--- config.mk ---
export PLATFORM = sky130hd
export DESIGN_NAME = vga_digit_overlay_flat
export DESIGN_NICKNAME = d
export VERILOG_FILES = /design/src/rtl/vga_digit_overlay_if.sv /design/src/rtl/vga_digit_overlay.sv /design/src/flat_wrapper.sv
export SDC_FILE = /design/constraint.sdc
export NUM_CORES = 1
export LEC_CHECK = 0
export CORE_AREA = 2 2 165 167
export DETAILED_ROUTE_END_ITERATION = 8
export DIE_AREA = 0 0 167 169
export GPL_TIMING_DRIVEN = 0
export HOLD_SLACK_MARGIN = 0.02
export PLACE_DENSITY = 0.57
export SETUP_SLACK_MARGIN = 0.02
export SLEW_MARGIN = 40
export SYNTH_ARGS = -nofsm -noshare
export SYNTH_HDL_FRONTEND = slang
export SYNTH_SLANG_ARGS = --single-unit
--- constraint.sdc ---
create_clock -name CLK -period 6.22 [get_ports CLK]
set_clock_uncertainty 0.05 [all_clocks]
set_input_delay 0.622 -clock CLK [delete_from_list [all_inputs] [get_ports CLK]]
set_output_delay 0.622 -clock CLK [all_outputs]
set_load 0.005 [all_outputs]
--- src/rtl/vga_digit_overlay_if.sv ---
// Signal bundle between the RTC register bank / VGA pins and the digit overlay renderer.
interface vga_digit_overlay_if #(
  parameter int N_ROWS = 3,
  parameter int DIGITS = 6
);
  localparam int ROW_W  = (N_ROWS > 1) ? $clog2(N_ROWS) : 1;
  localparam int PAIR_W = (DIGITS > 2) ? $clog2(DIGITS / 2) : 1;

  // No valid/ready pair here: PIX_EN qualifies every clock; when it is low the
  // renderer holds all state and outputs, so a source may stretch pixels freely.
  logic                       PIX_EN;
  logic [N_ROWS*DIGITS*4-1:0] ROW_DATA;
  logic                       EDIT_EN;
  logic [ROW_W-1:0]           EDIT_ROW;
  logic [PAIR_W-1:0]          EDIT_PAIR;
  logic                       ALARM;
  logic [11:0]                COLOR_OUT;
  logic                       HS;
  logic                       VS;
  logic [9:0]                 ADDRH;
  logic [9:0]                 ADDRV;
  logic                       FRAME_TICK;

  modport master (
    output PIX_EN, ROW_DATA, EDIT_EN, EDIT_ROW, EDIT_PAIR, ALARM,
    input  COLOR_OUT, HS, VS, ADDRH, ADDRV, FRAME_TICK
  );

  modport slave (
    input  PIX_EN, ROW_DATA, EDIT_EN, EDIT_ROW, EDIT_PAIR, ALARM,
    output COLOR_OUT, HS, VS, ADDRH, ADDRV, FRAME_TICK
  );
endinterface

--- src/rtl/vga_digit_overlay.sv ---
// VGA renderer for BCD readouts: sync generator, frame-latched glyph field with
// scaled 8x16 font, blinking edit cursor on one digit pair and blinking alarm box.
module vga_digit_overlay #(
  parameter int          N_ROWS       = 3,
  parameter int          DIGITS       = 6,
  parameter int          SCALE        = 4,
  parameter int          X0           = 96,
  parameter int          Y0           = 64,
  parameter int          ROW_PITCH    = 128,
  parameter int          PAIR_GAP     = 32,
  parameter int          AL_X         = 384,
  parameter int          AL_Y         = 384,
  parameter int          AL_SIZE      = 25,
  parameter int          BLINK_FRAMES = 30,
  parameter logic [11:0] FG_COLOR     = 12'hFFF,
  parameter logic [11:0] BG_COLOR     = 12'h005,
  parameter logic [11:0] EDIT_COLOR   = 12'hF80,
  parameter logic [11:0] ALARM_COLOR  = 12'hF00,
  parameter int          H_VIS        = 640,
  parameter int          H_SYNC_START = 656,
  parameter int          H_SYNC_LEN   = 96,
  parameter int          H_TOTAL      = 800,
  parameter int          V_VIS        = 480,
  parameter int          V_SYNC_START = 490,
  parameter int          V_SYNC_LEN   = 2,
  parameter int          V_TOTAL      = 525
) (
  input logic                CLK,
  input logic                RST,
  vga_digit_overlay_if.slave bus
);
  localparam int ROW_W  = (N_ROWS > 1) ? $clog2(N_ROWS) : 1;
  localparam int PAIR_W = (DIGITS > 2) ? $clog2(DIGITS / 2) : 1;
  localparam int CELL_W = 8 * SCALE;
  localparam int CELL_H = 16 * SCALE;

  // One 128-bit word per glyph; row 0 is the top byte, bit 7 of each byte the leftmost column.
  localparam logic [127:0] FONT [10] = '{
    128'h0000_3C66_666E_7666_6666_6666_3C00_0000,
    128'h0000_1838_7818_1818_1818_1818_7E00_0000,
    128'h0000_3C66_0606_0C18_3060_6066_7E00_0000,
    128'h0000_3C66_0606_1C06_0606_0666_3C00_0000,
    128'h0000_0C1C_3C6C_CCFE_0C0C_0C0C_1E00_0000,
    128'h0000_7E60_6060_7C06_0606_0666_3C00_0000,
    128'h0000_3C66_6060_7C66_6666_6666_3C00_0000,
    128'h0000_7E66_0606_0C18_1818_1818_1800_0000,
    128'h0000_3C66_6666_3C66_6666_6666_3C00_0000,
    128'h0000_3C66_6666_663E_0606_0666_3C00_0000
  };

  logic [9:0]                 h, v;
  logic                       h_last, v_last, frame_tick;
  logic [N_ROWS*DIGITS*4-1:0] row_lat;
  logic                       edit_en_lat, alarm_lat, phase;
  logic [ROW_W-1:0]           edit_row_lat;
  logic [PAIR_W-1:0]          edit_pair_lat;
  logic [7:0]                 frame_cnt;

  assign h_last     = (h == 10'(H_TOTAL - 1));
  assign v_last     = (v == 10'(V_TOTAL - 1));
  assign frame_tick = bus.PIX_EN && h_last && v_last;

  always_ff @(posedge CLK or negedge RST) begin
    if (!RST) begin
      h <= '0;
      v <= '0;
    end else if (bus.PIX_EN) begin
      if (h_last) begin
        h <= '0;
        v <= v_last ? 10'd0 : v + 10'd1;
      end else begin
        h <= h + 10'd1;
      end
    end
  end

  // Inputs are sampled only at the frame boundary so a frame never shows mixed data.
  always_ff @(posedge CLK or negedge RST) begin
    if (!RST) begin
      row_lat       <= '0;
      edit_en_lat   <= 1'b0;
      edit_row_lat  <= '0;
      edit_pair_lat <= '0;
      alarm_lat     <= 1'b0;
      frame_cnt     <= '0;
      phase         <= 1'b0;
    end else if (frame_tick) begin
      row_lat       <= bus.ROW_DATA;
      edit_en_lat   <= bus.EDIT_EN && (int'(bus.EDIT_ROW) < N_ROWS)
                       && (int'(bus.EDIT_PAIR) < DIGITS / 2);
      edit_row_lat  <= bus.EDIT_ROW;
      edit_pair_lat <= bus.EDIT_PAIR;
      alarm_lat     <= bus.ALARM;
      if (frame_cnt == 8'(BLINK_FRAMES - 1)) begin
        frame_cnt <= '0;
        phase     <= ~phase;
      end else begin
        frame_cnt <= frame_cnt + 8'd1;
      end
    end
  end

  int         hx, vy, left, top;
  logic       hit, in_pair, in_box, visible, hs0, vs0;
  logic [3:0] digit, gy;
  logic [2:0] gx;

  always_comb begin
    hx      = int'(h);
    vy      = int'(v);
    left    = 0;
    top     = 0;
    hit     = 1'b0;
    in_pair = 1'b0;
    digit   = 4'd0;
    gx      = 3'd0;
    gy      = 4'd0;
    for (int r = 0; r < N_ROWS; r++) begin
      for (int d = 0; d < DIGITS; d++) begin
        left = X0 + d * CELL_W + (d / 2) * PAIR_GAP;
        top  = Y0 + r * ROW_PITCH;
        if (hx >= left && hx < left + CELL_W && vy >= top && vy < top + CELL_H) begin
          hit     = 1'b1;
          digit   = row_lat[(r * DIGITS + DIGITS - 1 - d) * 4 +: 4];
          gx      = 3'((hx - left) / SCALE);
          gy      = 4'((vy - top) / SCALE);
          in_pair = edit_en_lat && (int'(edit_row_lat) == r) && (int'(edit_pair_lat) == d / 2);
        end
      end
    end
    in_box  = hx >= AL_X && hx < AL_X + AL_SIZE && vy >= AL_Y && vy < AL_Y + AL_SIZE;
    visible = hx < H_VIS && vy < V_VIS;
    hs0     = !(hx >= H_SYNC_START && hx < H_SYNC_START + H_SYNC_LEN);
    vs0     = !(vy >= V_SYNC_START && vy < V_SYNC_START + V_SYNC_LEN);
  end

  logic       vis1, glyph1, box1, edit1, hs1, vs1;
  logic [3:0] digit1, gy1;
  logic [2:0] gx1;

  // Non-decimal nibbles never reach the font lookup; they render as background.
  always_ff @(posedge CLK or negedge RST) begin
    if (!RST) begin
      vis1   <= 1'b0;
      glyph1 <= 1'b0;
      box1   <= 1'b0;
      edit1  <= 1'b0;
      digit1 <= 4'd0;
      gx1    <= 3'd0;
      gy1    <= 4'd0;
      hs1    <= 1'b1;
      vs1    <= 1'b1;
    end else if (bus.PIX_EN) begin
      vis1   <= visible;
      glyph1 <= hit && (digit < 4'd10);
      box1   <= in_box && alarm_lat && phase;
      edit1  <= in_pair && phase;
      digit1 <= (hit && (digit < 4'd10)) ? digit : 4'd0;
      gx1    <= gx;
      gy1    <= gy;
      hs1    <= hs0;
      vs1    <= vs0;
    end
  end

  logic        font_bit;
  logic [11:0] color_next, color_q;
  logic        hs_q, vs_q;

  assign font_bit = FONT[digit1][{~gy1, ~gx1}];

  always_comb begin
    color_next = BG_COLOR;
    if (!vis1)                 color_next = 12'h000;
    else if (box1)             color_next = ALARM_COLOR;
    else if (glyph1 && font_bit) color_next = edit1 ? EDIT_COLOR : FG_COLOR;
  end

  always_ff @(posedge CLK or negedge RST) begin
    if (!RST) begin
      color_q <= 12'h000;
      hs_q    <= 1'b1;
      vs_q    <= 1'b1;
    end else if (bus.PIX_EN) begin
      color_q <= color_next;
      hs_q    <= hs1;
      vs_q    <= vs1;
    end
  end

  assign bus.COLOR_OUT  = color_q;
  assign bus.HS         = hs_q;
  assign bus.VS         = vs_q;
  assign bus.ADDRH      = h;
  assign bus.ADDRV      = v;
  assign bus.FRAME_TICK = frame_tick;
endmodule

--- src/flat_wrapper.sv ---
// flat-port wrapper written by rule: the top's interface ports become plain ports
module vga_digit_overlay_flat 
#(
  parameter int          N_ROWS       = 3,
  parameter int          DIGITS       = 6,
  parameter int          SCALE        = 4,
  parameter int          X0           = 96,
  parameter int          Y0           = 64,
  parameter int          ROW_PITCH    = 128,
  parameter int          PAIR_GAP     = 32,
  parameter int          AL_X         = 384,
  parameter int          AL_Y         = 384,
  parameter int          AL_SIZE      = 25,
  parameter int          BLINK_FRAMES = 30,
  parameter logic [11:0] FG_COLOR     = 12'hFFF,
  parameter logic [11:0] BG_COLOR     = 12'h005,
  parameter logic [11:0] EDIT_COLOR   = 12'hF80,
  parameter logic [11:0] ALARM_COLOR  = 12'hF00,
  parameter int          H_VIS        = 640,
  parameter int          H_SYNC_START = 656,
  parameter int          H_SYNC_LEN   = 96,
  parameter int          H_TOTAL      = 800,
  parameter int          V_VIS        = 480,
  parameter int          V_SYNC_START = 490,
  parameter int          V_SYNC_LEN   = 2,
  parameter int          V_TOTAL      = 525
)
  (CLK, RST, bus_PIX_EN, bus_ROW_DATA, bus_EDIT_EN, bus_EDIT_ROW, bus_EDIT_PAIR, bus_ALARM, bus_COLOR_OUT, bus_HS, bus_VS, bus_ADDRH, bus_ADDRV, bus_FRAME_TICK);
  vga_digit_overlay_if #(.N_ROWS(N_ROWS), .DIGITS(DIGITS)) bus_i ();
  input logic CLK;
  input logic RST;
  input wire logic [$bits(bus_i.PIX_EN)-1:0] bus_PIX_EN;
  input wire logic [$bits(bus_i.ROW_DATA)-1:0] bus_ROW_DATA;
  input wire logic [$bits(bus_i.EDIT_EN)-1:0] bus_EDIT_EN;
  input wire logic [$bits(bus_i.EDIT_ROW)-1:0] bus_EDIT_ROW;
  input wire logic [$bits(bus_i.EDIT_PAIR)-1:0] bus_EDIT_PAIR;
  input wire logic [$bits(bus_i.ALARM)-1:0] bus_ALARM;
  output wire logic [$bits(bus_i.COLOR_OUT)-1:0] bus_COLOR_OUT;
  output wire logic [$bits(bus_i.HS)-1:0] bus_HS;
  output wire logic [$bits(bus_i.VS)-1:0] bus_VS;
  output wire logic [$bits(bus_i.ADDRH)-1:0] bus_ADDRH;
  output wire logic [$bits(bus_i.ADDRV)-1:0] bus_ADDRV;
  output wire logic [$bits(bus_i.FRAME_TICK)-1:0] bus_FRAME_TICK;
  assign bus_i.PIX_EN = bus_PIX_EN;
  assign bus_i.ROW_DATA = bus_ROW_DATA;
  assign bus_i.EDIT_EN = bus_EDIT_EN;
  assign bus_i.EDIT_ROW = bus_EDIT_ROW;
  assign bus_i.EDIT_PAIR = bus_EDIT_PAIR;
  assign bus_i.ALARM = bus_ALARM;
  assign bus_COLOR_OUT = bus_i.COLOR_OUT;
  assign bus_HS = bus_i.HS;
  assign bus_VS = bus_i.VS;
  assign bus_ADDRH = bus_i.ADDRH;
  assign bus_ADDRV = bus_i.ADDRV;
  assign bus_FRAME_TICK = bus_i.FRAME_TICK;
  vga_digit_overlay #(.N_ROWS(N_ROWS), .DIGITS(DIGITS), .SCALE(SCALE), .X0(X0), .Y0(Y0), .ROW_PITCH(ROW_PITCH), .PAIR_GAP(PAIR_GAP), .AL_X(AL_X), .AL_Y(AL_Y), .AL_SIZE(AL_SIZE), .BLINK_FRAMES(BLINK_FRAMES), .FG_COLOR(FG_COLOR), .BG_COLOR(BG_COLOR), .EDIT_COLOR(EDIT_COLOR), .ALARM_COLOR(ALARM_COLOR), .H_VIS(H_VIS), .H_SYNC_START(H_SYNC_START), .H_SYNC_LEN(H_SYNC_LEN), .H_TOTAL(H_TOTAL), .V_VIS(V_VIS), .V_SYNC_START(V_SYNC_START), .V_SYNC_LEN(V_SYNC_LEN), .V_TOTAL(V_TOTAL)) u_core (.CLK(CLK), .RST(RST), .bus(bus_i));
endmodule
# Yosys cells after proc, flatten, opt, wreduce, memory -nomap -nowiden
# Memories as Yosys holds them, arrays and structs flattened.
# Index checks and enable logic that the tools add are counted.
# Widths: inputs -> output; s select.
op_classes:
  addsub: 21
  bitwise_logic: 13
  muxes: 102
  n_eq_ne: 7
  magnitude_cmp: 33
  n_reduce_logical: 84
op_table:
  columns: ["cell", "count"]
  rows:
  - ["$mux 128", 2]
  - ["$mux 4", 37]
  - ["$lt 10x9->1 const B", 9]
  - ["$logic_and 1x1->1", 69]
  - ["$ge 10x9->1 const B", 6]
  - ["$mux 3", 18]
  - ["$sub 10x8->11 const B", 4]
  - ["$ge 10x8->1 const B", 4]
  - ["$lt 10x8->1 const B", 4]
  - ["$mux 1", 37]
  - ["$mux 12", 3]
  - ["$sub 10x9->11 const B", 3]
  - ["$sub 10x7->11 const B", 2]
  - ["$add 10x1->10 const B", 2]
  - ["$eq 10x10->1 const B", 2]
  - ["$ge 10x7->1 const B", 2]
  - ["$lt 10x10->1 const B", 2]
  - ["$mux 10", 2]
  - ["$add 3x1->3", 6]
  - ["$reduce_or 2->1", 9]
  - ["$add 4x1->4", 3]
  - ["$ge 10x10->1 const B", 1]
  - ["$and 1x1->1", 9]
  - ["$add 8x1->8 const B", 1]
  - ["other kinds (16)", 23]
word_totals:
  in_bits: 81
  n_memories: 1
  output_inout_bits: 35
  elab_cells: 282
  romBits: 2048
  ff_bits: 138
mem_list:
  columns: ["memory", "depth", "word_bits", "read_ports", "rd_clocked_by_memory_dff", "wr", "line_no", "text"]
  rows:
  - ["(no name shown)", 16, 128, 1, 0, 0, "vga_digit_overlay.sv:170", "assign font_bit = FONT[digit1][{~gy1, ~gx1}];"]

# Logic depth before layout (Yosys ltp)
# Gate-level depths: netlist of the first run.
logic_depth:
  word_depth: 25
  ltp_mapped: 13
  ltp_nobuf: 12

# Least setup slack after synthesis of the first run
# Ideal clock, no wire load.
synth_path:
  kind: "register to register"
  from: "reg u_core.h[8], in the netlist u_core.bus.ADDRH[8]"
  to: "reg u_core.gx1[2]"
  setup_ns: 0.134
  n_path_buf: 2
  path_stages_with_launch: 13
  arrival_time_ns: 2.597
  path_slack_ns: 3.439
  cell_sequence: "dfrtp_1 -> nor2b_1 -> and3_1 -> clkbuf_1 -> buf_2 -> nor4_1 -> ha_1 -> ha_1 -> a22o_1 -> o21ai_0 -> a31oi_1 -> a2111oi_0 -> o21ai_0"
synth_via:
  elab_chain_len: 22
synth_rtl:
  columns: ["item", "line_no", "text"]
  rows:
  - ["start: declaration", "vga_digit_overlay.sv:51", "logic [9:0] h, v;"]
  - ["start signal: assignment", "vga_digit_overlay.sv:72", "h <= h + 10'd1;"]
  - ["branches (longest 21 deep; another with $sub 10x7->11)", null, null]
  - ["$mux 3 *", "vga_digit_overlay.sv:122", "if (hx >= left && hx < left + CELL_W && vy >= top && vy < top + CELL_H) begin"]
  - ["end signal: assignment", "vga_digit_overlay.sv:159", "gx1 <= gx;"]
  - ["end: declaration", "vga_digit_overlay.sv:139", "logic [2:0] gx1;"]
# Mark *: on every way between the ends.
# A chain may end at the register's enable or synchronous reset.

# Final worst setup path of the first run
layout_path:
  from: "reg u_core.v[3], in the netlist u_core.bus.ADDRV[3]"
  to: "out bus_FRAME_TICK"
layout_via:
  elab_chain_len: 2
layout_rtl:
  columns: ["item", "line_no", "text"]
  rows:
  - ["start: declaration", "vga_digit_overlay.sv:51", null]
  - ["start signal: assignment", "vga_digit_overlay.sv:70", "v <= v_last ? 10'd0 : v + 10'd1;"]
  - ["$eq 10x10->1", "vga_digit_overlay.sv:60", "assign v_last = (v == 10'(V_TOTAL - 1));"]
  - ["$logic_and 1x1->1", "vga_digit_overlay.sv:61", "assign frame_tick = bus.PIX_EN && h_last && v_last;"]
  - ["end: declaration", "flat_wrapper.sv:43", "output wire logic [$bits(bus_i.FRAME_TICK)-1:0] bus_FRAME_TICK;"]
# Every way passes these cells.

==> results_dict.tcl, run 1 <==
set metrics [dict create \
    clock.fmax_mhz 231 \
    hold_buffers 1 \
    htreeDepth 4 \
    min_period_ns 4.32 \
    worstMarginPinSlew_ns 0.911 \
    die_x_um 167 \
    cp_cell_sequence "clkbuf_1 -> or4bb_1 -> nor3_2 -> nand2_2 -> inv_2 -> buf_2 -> buf_2 -> clkdlybuf4s50_1" \
    path_clk_slew_ns 0.05 \
    grt_pass1_wl_mm 47.4 \
    antenna_found_initial 0 \
    holdCritStartpoint "u_core.row_lat[2]$_DFFE_PN0P_" \
    pre_cts_ws_ns 2.18 \
    fin_util 0.412 \
    io_pins 116 \
    cts_repair_resize_count 0 \
    r2r_start "u_core.bus.ADDRH[8]$_DFFE_PN0P_" \
    clockBufferDepth 2 \
    seqCellArea_sq_um 3260 \
    synth_edf_count 0 \
    totalWireLength_mm 29.5 \
    maxCapViolCount 0 \
    slowest_stage "clkdlybuf4s50_1" \
    crit_top_cell "buf_2" \
    ys_seq_area_frac 0.377 \
    critPathMaxFanout 10 \
    worstPathRequired_ns 5.55 \
    grt_max_degree 55 \
    viasPerCell 5.51 \
    cellLeakagePower_nw 4.89 \
    grt_overflow 0 \
    area_growth_pct 26.3 \
    route.detailed.drc 0 \
    rsz0062_at_grt "false" \
    drtIter0Drc 635 \
    drv_slew 0 \
    syn_area_sq_um 8640 \
    hold_viol_final 0 \
    hold_class "register to register" \
    cts_tree "done" \
    setup.worst_path.class "register to primary output" \
    hold_slack_ns 0.422 \
    syn_area_per_cell_sq_um 8.30 \
    cp_slowest_stage_delay_ns 0.56 \
    synth_top_flop_cell "dfrtp_1" \
    status "completed" \
    cp-startpoint "u_core.bus.ADDRV[3]$_DFFE_PN0P_" \
    startpoint_type "register" \
    core_sq_um 26500 \
    clk_latency_ns 0.42 \
    initial_core_util 0.326 \
    synth_cell_types 92 \
    netlist_instances 1040 \
    layout_commonest_cell "nand2_1" \
    die_h_um 169 \
    synth_warnings 0 \
    ant_nets 0 \
    vdd_drop_max_v 0.000163 \
    fillerInstances 2714 \
    critical_path_arrival_ns 3.65 \
    grt_pass1_vias 8506 \
    root_buffer "clkbuf_16" \
    synth.top_cell.area_share 0.365 \
    period_share 0.695 \
    drt_first_pass_iters 5 \
    synth_area_leaders "dfrtp_1 37%, nand2_1 12%, ha_1 4.3%, o21ai_0 2.6%, a21oi_1 2.5%" \
    grt_usage 0.213 \
    dieArea_sq_um 28200 \
    n_antenna_cell 0 \
    cts_made_buffers 17 \
    wl_per_cell_um 19.3 \
    synth_seq_cells 130 \
    end_kind "primary output" \
    layout-drive-gt1-share 0.0934 \
    std_cell_rows 60 \
    power_density_nw_per_um2 243 \
    postSynth.asyncResetShare 1.00 \
    vias 8436 \
    place_congestion 0.915 \
    final_cell_mix "268 x nand2_1, 126 x dfrtp_1, 114 x clkdlybuf4s50_1, 52 x nor2_1, 45 x o21ai_0" \
    multi_input_area_sq_um 4860 \
    dp_hpwl_mm 22.2 \
    layout_setup_ws_ns 1.90 \
    cts.sinks 130 \
    setup_violations 0 \
    cts_setup_buffers 0 \
    max_slew_margin 0.388 \
    num-nets-final 1288 \
    yosys.area.top_type "dfrtp_1" \
    io_buffer_count 115 \
    synth_fp_nets 1151 \
]
metrics by stage:
step	setup TNS, ns	instance area (sq um)	cells	total power (W)
after global placement	-101.80	10200	1496	0.00160
after floorplan	0	8640	1040	0.00134
after CTS	0	10900	1530	0.00267
after global routing	0	10900	1530	0.00280
final	0	10900	1530	0.00265
after detailed placement	0	10300	1498	0.00161
registers in the layout (all words and copies together), names as in the netlist, 2 cells and up:
name                  cells
u_core.bus.ADDRV         10
u_core.edit_pair_lat      2
u_core.row_lat           72
u_core.bus.ADDRH         10
u_core.gx1                3
u_core.gy1                4
u_core.edit_row_lat       2
u_core.bus.COLOR_OUT      4
u_core.digit1             4
u_core.frame_cnt          8
power breakdown:
part | internal, W | leakage, nW | switching, W
Sequential | 0.000874 | 1.74 | 0.0000595
Combinational | 0.000304 | 2.85 | 0.000365
Clock | 0.000663 | 0.299 | 0.000387
routing by layer:
metal	share of wire	GRT usage	vias to the layer above	routed length, um
li1	-	-	4010	-
met1	0.46	0.290	4066	13400
met2	0.46	0.341	307	13600
met3	0.059	0.0362	53	1750
met4	0.023	0.0738	0	687
met5	0	0	-	0
synth_stat cells, types with 14 or more instances:
library cell,n
nor2_1,52
a21oi_1,44
mux2i_1,14
o21ai_0,45
nand2_1,268
nor3_1,17
nor2b_1,15
clkbuf_1,37
buf_2,26
nand2b_1,18
ha_1,30
o22ai_1,17
dfrtp_1,126
nand3_1,18
inv_1,27
final timing paths:
check                                                  to  slack (ns)  depth (start not counted)
max                                        bus_FRAME_TICK        1.90                          8
min                         u_core.row_lat[2]$_DFFE_PN0P_        0.42                          2
max reg2reg                     u_core.gx1[2]$_DFFE_PN0P_        2.43                         12
min reg2reg                 u_core.row_lat[2]$_DFFE_PN0P_        0.42                          2
max in group asynchronous          u_core.vs1$_DFFE_PN1P_        4.95                          3
min in group asynchronous  u_core.row_lat[22]$_DFFE_PN0P_        0.59                          2
worst max-delay path: cells and delay by family (launching register included):
family | cells | cell delay, ns
and+or+nand+nor | 3 | 1.18
DFF | 1 | 0.43
buffers and inverters | 5 | 1.61
cell type report:
class,instances,share of cell area
clock inverters,11,0.0141
inverters,29,0.00998
well taps,341,0.0391
repair buffers,118,0.112
flip-flops and latches,130,0.299
multi-input cells,799,0.446
clock buffers,20,0.0428
plain buffers,82,0.0374
cell families after synthesis:
kind of cell,Yosys count,synth area share
mux,20,0.0240
flops,130,0.377
buf+inv,111,0.0598
simple gates,471,0.261
xor+xnor,24,0.0243
fa+ha+maj,30,0.0435
compound gates,254,0.210
(Power assumes the default switching activity.)
==> run 2: changes to the inputs <==
- PLACE_DENSITY: 0.57 -> 0.59
- clock period: 6.22 -> 3.5 ns (I/O delays scaled with it)
==> run 2 against run 1 <==
Against the previous run:
- final area is essentially flat
- sequential share of layout area grew 0.059 points
- clock power grew 60%
- flip-flop and latch count is the same
- count of clock-buffer cells in the layout is the same
- critical path depth shrank 1
- largest power group unchanged
- setup slack lost 1.7 ns
- total power grew 71%
- worst hold slack lost 0.049 ns
- largest cell class unchanged
- first-iteration DRC count grew 32%
- routed wire length shrank 0.41%
- final cell count grew 0.20%
==> results_dict.tcl, run 2 (synthesis results as in run 1) <==
set metrics [dict create \
    grt_usage 0.210 \
    startpoint_type "register" \
    grt_overflow 0 \
    die_x_um 167 \
    setup_tns_ns 0 \
    p_sw_w 0.00150 \
    drtIter0Drc 838 \
    period_share 0.952 \
    n_antenna_cell 0 \
    cts.sinks 130 \
    min_period_ns 3.33 \
    antenna_found_initial 0 \
    cts_tree "done" \
    final_cell_mix "268 x nand2_1, 123 x dfrtp_1, 114 x clkdlybuf4s50_1, 52 x nor2_1, 45 x o21ai_0" \
    htreeDepth 4 \
    dieArea_sq_um 28200 \
    cp-startpoint "u_core.bus.ADDRV[8]$_DFFE_PN0P_" \
    hold_slack_ns 0.373 \
    cellLeakagePower_nw 4.90 \
    ant_nets 0 \
    power_density_nw_per_um2 417 \
    hold_viol_final 0 \
    io_pins 116 \
    p_int_w 0.00304 \
    grt_max_degree 75 \
    fillerInstances 2675 \
    combPwrFrac 0.264 \
    drt_first_pass_iters 5 \
    area_growth_pct 26.2 \
    switching_share 0.330 \
    critical_path_arrival_ns 2.93 \
    worstMarginPinSlew_ns 0.830 \
    route.detailed.drc 0 \
    clkPwrFrac 0.371 \
    core_sq_um 26500 \
    hold_class "input pin to asynchronous set/reset pin" \
    root_buffer "clkbuf_16" \
    r2r_start "u_core.digit1[0]$_DFFE_PN0P_" \
    critPathMaxFanout 19 \
    layout-drive-gt1-share 0.106 \
    setup_violations 0 \
    std_cell_rows 60 \
    wl_per_cell_um 19.2 \
    layout_commonest_cell "nand2_1" \
    vias 8507 \
    initial_core_util 0.326 \
    grt_pass1_vias 8385 \
    setup.worst_path.class "register to primary output" \
    largest_reg_flops 72 \
    path_clk_slew_ns 0.07 \
    p_seq_frac 0.366 \
    drv_slew 0 \
    dp_hpwl_mm 21.9 \
    viasPerCell 5.55 \
    totalWireLength_mm 29.4 \
    clock.fmax_mhz 300 \
    rsz0062_at_grt "true" \
    clockBufferDepth 2 \
    place_congestion 0.933 \
    end_kind "primary output" \
    maxCapViolCount 0 \
    max_slew_margin 0.443 \
    clk_latency_ns 0.43 \
    num-nets-final 1290 \
    cts_made_buffers 17 \
    die_h_um 169 \
    p_total_w 0.00454 \
    worstPathRequired_ns 3.10 \
    vdd_drop_max_v 0.000228 \
    grt_pass1_wl_mm 46.7 \
    regMostFlops "u_core.row_lat" \
    status "completed" \
    io_buffer_count 115 \
]
-- run 2: cell count changes in the layout (fill, tap and decap cells not counted), sizes merged --
cell	change
inv	+4
buf	+1
bufinv	-3
clkbuf	+1
clkinv	-2
clkinvlp	+2
-- run 2: worst max-delay path, stage by stage (launching register included) --
cell	delay [ns]
dfrtp_2	0.46
buf_2	0.20
or4bb_4	0.56
nor3_4	0.25
nand2_4	0.15
inv_2	0.11
buf_6	0.23
clkdlybuf4s50_1	0.54
-- run 2: final timing paths --
| path | end | slack [ns] | cells past startpoint |
|---|---|---|---|
| max | bus_FRAME_TICK | 0.17 | 7 |
| min | u_core.row_lat[7]$_DFFE_PN0P_ | 0.37 | 2 |
| max reg2reg | u_core.bus.COLOR_OUT[2]$_DFFE_PN0P_ | 0.24 | 9 |
| min reg2reg | u_core.row_lat[2]$_DFFE_PN0P_ | 0.42 | 2 |
| max in group asynchronous | u_core.digit1[3]$_DFFE_PN0P_ | 2.29 | 3 |
| min in group CLK | u_core.row_lat[51]$_DFFE_PN0P_ | 0.39 | 3 |
-- run 2: area by class of cell --
cell class / instances / area [sq um] / share of cell area
multi-input cells: 799 / 4900 / 0.449
flip-flops and latches: 130 / 3260 / 0.299
repair buffers: 122 / 1230 / 0.113
clock buffers: 20 / 457 / 0.0419
well taps: 341 / 427 / 0.0392
plain buffers: 80 / 418 / 0.0384
inverters: 29 / 109 / 0.00999
clock inverters: 12 / 96.3 / 0.00884
-- run 2: through the flow --
| step | utilization | cell area (sq um) | worst slack (ns) | cells |
|---|---|---|---|---|
| 6_report | 0.411 | 10900 | 0.168 | 1533 |
| 5_1_grt | 0.411 | 10900 | 0.00711 | 1533 |
| 4_1_cts | 0.410 | 10900 | 0.0237 | 1532 |
| 3_5_place_dp | 0.387 | 10200 | -0.165 | 1497 |
| 3_3_place_gp | 0.385 | 10200 | -3.22 | 1496 |
| 2_1_floorplan | - | 8640 | 0.719 | 1040 |
-- run 2: repair_timing --
action,in CTS,in global routing
gates resized for setup,13,10
endpoints found under the setup margin,2,5
hold buffers,1,0
endpoints found under the hold margin,52,0
buffers inserted,2,3
pin swaps,2,1
-- run 2: routing by layer --
metal | wire [um] | global-route usage
met4 | 543 | 0.0633
met3 | 1860 | 0.0353
met5 | 0 | 0
met2 | 13700 | 0.343
met1 | 13300 | 0.286
-- run 2: power by group through the flow --
stage | clock, W | combinational [W] | sequential [W]
5_1_grt | 0.00176 | 0.00131 | 0.00167
2_1_floorplan | 0 | 0.000730 | 0.00165
3_5_place_dp | 0 | 0.00117 | 0.00168
6_report | 0.00168 | 0.00120 | 0.00166
3_3_place_gp | 0 | 0.00115 | 0.00169
4_1_cts | 0.00170 | 0.00117 | 0.00166
